==> src/rtl/fifo_stream_reader_if.sv <==
// Handshake bundle between the BRAM FIFO read port, the stream reader and the downstream consumer.
interface fifo_stream_reader_if #(
  parameter int unsigned DATA_ = 8,
  parameter int unsigned ADDR_ = 8
);
  logic             fifo_re;
  logic [ADDR_:0]   fifo_fillc;
  logic [DATA_-1:0] fifo_dout;
  logic             m_valid;
  logic             m_ready;
  logic [DATA_-1:0] m_data;

  // The reader side: drives the FIFO read enable and the output stream.
  modport master (
    output fifo_re,
    output m_valid,
    output m_data,
    input  fifo_fillc,
    input  fifo_dout,
    input  m_ready
  );

  // The environment side: the FIFO and the consumer.
  modport slave (
    input  fifo_re,
    input  m_valid,
    input  m_data,
    output fifo_fillc,
    output fifo_dout,
    output m_ready
  );
endinterface

==> src/rtl/fifo_stream_reader.sv <==
// Read-side adapter for the BRAM FIFO: issues reads from the fill count, absorbs the one-cycle
// read latency and presents the words as a registered valid/ready stream through a 2-entry skid
// buffer, so full throughput survives arbitrary backpressure.
module fifo_stream_reader #(
  parameter int unsigned DATA_ = 8,
  parameter int unsigned ADDR_ = 8
) (
  input  logic                  clk,
  input  logic                  rst_,
  input  logic                  flush,
  fifo_stream_reader_if.master  bus,
  output logic [1:0]            occ
);

  logic [1:0]       occ_q, occ_d;
  logic             pend_q;
  logic [DATA_-1:0] buf0_q, buf0_d;
  logic [DATA_-1:0] buf1_q, buf1_d;
  logic             pop;
  logic             arrive;
  logic [2:0]       inflight;
  logic             re;

  // Handshake and read-issue decision; inflight is widened so occ+pend cannot wrap.
  always_comb begin
    pop      = (occ_q != 2'd0) && bus.m_ready;
    arrive   = pend_q && !flush;
    inflight = {1'b0, occ_q} + {2'b00, pend_q} - {2'b00, pop};
    re       = !flush && (bus.fifo_fillc != '0) && (inflight < 3'd2);
  end

  assign bus.fifo_re = re;
  assign bus.m_valid = (occ_q != 2'd0);
  assign bus.m_data  = buf0_q;
  assign occ         = occ_q;

  // Skid-buffer next state: buf0 is always the head word, buf1 the spare.
  always_comb begin
    buf0_d = buf0_q;
    buf1_d = buf1_q;
    if (arrive) begin
      if (pop && (occ_q == 2'd2)) begin
        buf0_d = buf1_q;
        buf1_d = bus.fifo_dout;
      end else if (pop) begin
        buf0_d = bus.fifo_dout;
      end else if (occ_q == 2'd0) begin
        buf0_d = bus.fifo_dout;
      end else begin
        buf1_d = bus.fifo_dout;
      end
    end else if (pop && (occ_q == 2'd2)) begin
      buf0_d = buf1_q;
    end
    // Flush wins over arrival; a pop in the flush cycle still counts as delivered.
    if (flush) begin
      occ_d = 2'd0;
    end else begin
      occ_d = occ_q + {1'b0, arrive} - {1'b0, pop};
    end
  end

  // State registers with asynchronous active-low reset.
  always_ff @(posedge clk or negedge rst_) begin
    if (!rst_) begin
      occ_q  <= 2'd0;
      pend_q <= 1'b0;
      buf0_q <= '0;
      buf1_q <= '0;
    end else begin
      occ_q  <= occ_d;
      pend_q <= re;
      buf0_q <= buf0_d;
      buf1_q <= buf1_d;
    end
  end

endmodule
==> src/flat_wrapper.sv <==
// flat-port wrapper written by rule: the top's interface ports become plain ports
module fifo_stream_reader_flat 
#(
  parameter int unsigned DATA_ = 8,
  parameter int unsigned ADDR_ = 8
)
  (clk, rst_, flush, occ, bus_fifo_re, bus_m_valid, bus_m_data, bus_fifo_fillc, bus_fifo_dout, bus_m_ready);
  fifo_stream_reader_if #(.DATA_(DATA_), .ADDR_(ADDR_)) bus_i ();
  input  logic clk;
  input  logic rst_;
  input  logic flush;
  output logic [1:0] occ;
  output wire logic [$bits(bus_i.fifo_re)-1:0] bus_fifo_re;
  output wire logic [$bits(bus_i.m_valid)-1:0] bus_m_valid;
  output wire logic [$bits(bus_i.m_data)-1:0] bus_m_data;
  input wire logic [$bits(bus_i.fifo_fillc)-1:0] bus_fifo_fillc;
  input wire logic [$bits(bus_i.fifo_dout)-1:0] bus_fifo_dout;
  input wire logic [$bits(bus_i.m_ready)-1:0] bus_m_ready;
  assign bus_fifo_re = bus_i.fifo_re;
  assign bus_m_valid = bus_i.m_valid;
  assign bus_m_data = bus_i.m_data;
  assign bus_i.fifo_fillc = bus_fifo_fillc;
  assign bus_i.fifo_dout = bus_fifo_dout;
  assign bus_i.m_ready = bus_m_ready;
  fifo_stream_reader #(.DATA_(DATA_), .ADDR_(ADDR_)) u_core (.clk(clk), .rst_(rst_), .flush(flush), .bus(bus_i), .occ(occ));
endmodule
==> config.mk <==
export PLATFORM = sky130hd
export DESIGN_NAME = fifo_stream_reader_flat
export DESIGN_NICKNAME = d
export VERILOG_FILES = /design/src/rtl/fifo_stream_reader_if.sv /design/src/rtl/fifo_stream_reader.sv /design/src/flat_wrapper.sv
export SDC_FILE = /design/constraint.sdc
export NUM_CORES = 1
export LEC_CHECK = 0
export CAP_MARGIN = 0
export CORE_ASPECT_RATIO = 0.7
export CORE_MARGIN = 10
export CORE_UTILIZATION = 30
export CTS_BUF_LIST = sky130_fd_sc_hd__clkbuf_8
export CTS_CLUSTER_DIAMETER = 100
export DETAILED_ROUTE_END_ITERATION = 12
export SLEW_MARGIN = 20
export SYNTH_ARGS = -nofsm -noshare
export SYNTH_HDL_FRONTEND = slang
export SYNTH_SLANG_ARGS = --single-unit
export TNS_END_PERCENT = 1
==> constraint.sdc <==
create_clock -name clk -period 2.4 [get_ports clk]
set_input_delay 0.48 -clock clk [delete_from_list [all_inputs] [get_ports clk]]
set_output_delay 0.48 -clock clk [all_outputs]
set_load 0.01 [all_outputs]
==> run_results.csv <==
group,metric,value,unit
outcome,status,"finished with violations",
outcome,violations,"setup timing",
sta,worstMarginPinSlew,0.959,ns
global_route,overflow,0,
global_route,antenna_found_initial,0,
sta,relSlewSlack,36.0,%
power,p_per_area,1000,mW/mm2
global_route,grt_max_degree,20,
cells_and_area,nFillCells,302,
yosys,yosys_warnings,0,
clock_tree,clk_pin_slew_worst_paths,0.08,ns
setup_path,critical_path_class,"reg2out",
detailed_routing,vias_per_cell,4.50,
yosys,syn_area_per_cell,11.6,um2
run,cap_violations,0,
hold_path,hold_class,"reg2reg",
placement,dp_hpwl,2020,um
floorplan,core,0.00325,mm2
clock_tree,cts-root-buf,"clkbuf_8",
setup_path,cp-start-kind,"register",
setup_path,worstPathArrival,2.20,ns
placement,gp_congestion,0.741,
detailed_routing,wl_per_cell,14.3,um
floorplan,floorplan.rows,17,
cells_and_area,final_cell_mix,"clkdlybuf4s50_1, nor2_1, dfrtp_1",
floorplan,start_util,32.2,%
global_route,grt_use_total,8.61,%
placement,place_ws,-0.924,ns
sta,setup_viol,1,
sta,worst_slack,-0.282,ns
yosys,syn_nets,115,
sta,min_period,2.68,ns
sta,slew_violations,0,
sta,fin_skew,0.00637,ns
yosys,synth.cell_area,0.00105,mm2
yosys,synth_cell_types,21,
detailed_routing,drtIter0Drc,38,
sta,final.period_utilization,112,%
global_route,grt_pass1_wl,4420,um
setup_path,reg2reg_from,"u_core.occ[0]",
sta,timing.fmax,0.373,GHz
detailed_routing,via_count,828,
sta,grt_setup_unrepaired,"true",
detailed_routing,drc_errors,0,
setup_path,reg2regPathDepth,4,
power,ir_worst_vdd,0.347,mV
clock_tree,cts_tree,"yes",
floorplan,die_w,90.6,um
cells_and_area,layout.nets,163,
yosys,syn_inst,90,
detailed_routing,first_pass_iters,4,
setup_path,cp-end-kind,"output pin",
power,leakage,0.671,nW
setup_path,crit_required,1.92,ns
clock_tree,clk_latency,0.26,ns
cells_and_area,drive_above_1_share,36.5,%
cells_and_area,area_growth,51.0,%
yosys,synth-seq-cells,19,
clock_tree,clockBufferDepth,2,
placement,numPortBuffers,32,
clock_tree,cts_sinks,19,
sta,finalHoldViolCount,0,
setup_path,cp_max_fo,2,
cells_and_area,layout_commonest_cell,"clkdlybuf4s50_1",
global_route,grt_pass1_vias,891,
hold_path,min_delay_path_depth,1,
detailed_routing,route.antenna.remaining_nets,0,
floorplan,die_area,0.00629,mm2
floorplan,ios,33,
clock_tree,htree_levels,1,
sta,hold_ws,0.514,ns
cells_and_area,antenna_cells,0,
hold_path,min_from,"u_core.buf1_q[4]",
detailed_routing,wl,2640,um
yosys,synth-seq-area-share,45.4,%
setup_path,crit_path_start,"u_core.occ[1]",
floorplan,die_y,69.4,um
clock_tree,cts_buffers,3,
## worst max-delay path, stage by stage, from the launching register on
cell      delay (ns)
dfrtp_2         0.41
inv_2           0.06
nand2_2         0.05
and2_4          0.14
ha_4            0.20
inv_2           0.05
nand2_2         0.05
fa_2            0.53
nand3b_1        0.11
a31oi_2         0.18
buf_2           0.16
## metrics by stage
| stage | setup TNS, ns | util, % | area, um2 | power [mW] | cells |
|---|---|---|---|---|---|
| after detailed placement | -0.990 | 46.1 | 1500 | 1.35 | 177 |
| after floorplan | -0.0119 | - | 1060 | 0.997 | 90 |
| after global routing | -0.395 | 48.6 | 1580 | 1.70 | 184 |
| after CTS | -0.388 | 48.6 | 1580 | 1.61 | 184 |
| after global placement | -0.889 | 46.1 | 1500 | 1.33 | 177 |
| final | -0.282 | 48.6 | 1580 | 1.58 | 184 |
## cell usage after synthesis (all sizes together)
master,instances,share of area (%)
dfrtp,19,45
nor2,18,6.5
nor4,9,5.4
a211oi,8,9.6
mux2,8,11
inv,5,1.8
buf,3,2.0
ha,3,3.6
nor2b,3,1.8
nand2,2,0.72
nand3b,2,1.4
o21ai,2,3.1
xnor2,2,1.7
a31oi,1,0.60
and2,1,0.60
fa,1,1.9
nand2b,1,0.60
nor3,1,0.48
nor4b,1,1.4
## per-layer routing
metal,track usage (%),part of all wire (%)
met5,0,0
met4,2.61,1.2
met3,3.77,6.2
met2,12.5,44
met1,11.1,48
## flip-flops by register name, indices dropped and copies added (netlist names)
signal             count
u_core.occ             2
u_core.buf1_q          8
u_core.pend_q          1
u_core.bus.m_data      8
## power by group
group | internal, mW | leakage, nW | switching, mW | total [mW]
logic | 0.492 | 0.424 | 0.325 | 0.817
registers | 0.465 | 0.222 | 0.0760 | 0.541
clock network | 0.115 | 0.0255 | 0.111 | 0.226
total | 1.07 | 0.671 | 0.512 | 1.58
## area by class of cell
type	count	area (um2)	area share, %
Clock buffer	3	41.3	2.61
Clock inverter	1	5.00	0.316
Inverter	5	18.8	1.19
Multi-Input combinational cell	63	561	35.4
Sequential cell	19	478	30.2
Tap cell	47	58.8	3.72
Timing Repair Buffer	46	419	26.5
## cell families after synthesis
| logic type | after synthesis | share of synthesized area [%] |
|---|---|---|
| buf+inv | 8 | 3.82 |
| compound gates | 11 | 13.3 |
| flops | 19 | 45.4 |
| fa+ha+maj | 4 | 5.50 |
| simple gates | 38 | 18.9 |
| mux | 8 | 11.5 |
| xor+xnor | 2 | 1.67 |
## worst paths after layout
kind / endpoint / slack (ns)
setup / recovery: bus_fifo_re / -0.28
hold / removal: u_core.buf1_q[4] / 0.51
setup reg to reg: u_core.buf1_q[3] / 0.34
hold reg to reg: u_core.buf1_q[4] / 0.51
max in group asynchronous: u_core.occ[0] / 1.62
min in group asynchronous: u_core.bus.m_data[7] / 0.56
## repair_timing
| item | CTS | global route |
|---|---|---|
| setup buffers | 3 | 1 |
| pin swaps | 5 | 6 |
| setup endpoints to repair | 1 | 1 |
| hold endpoints to repair | 0 | 0 |
| hold buffers | 0 | 0 |
| gates resized for setup | 10 | 0 |
(Power assumes the default switching activity.)
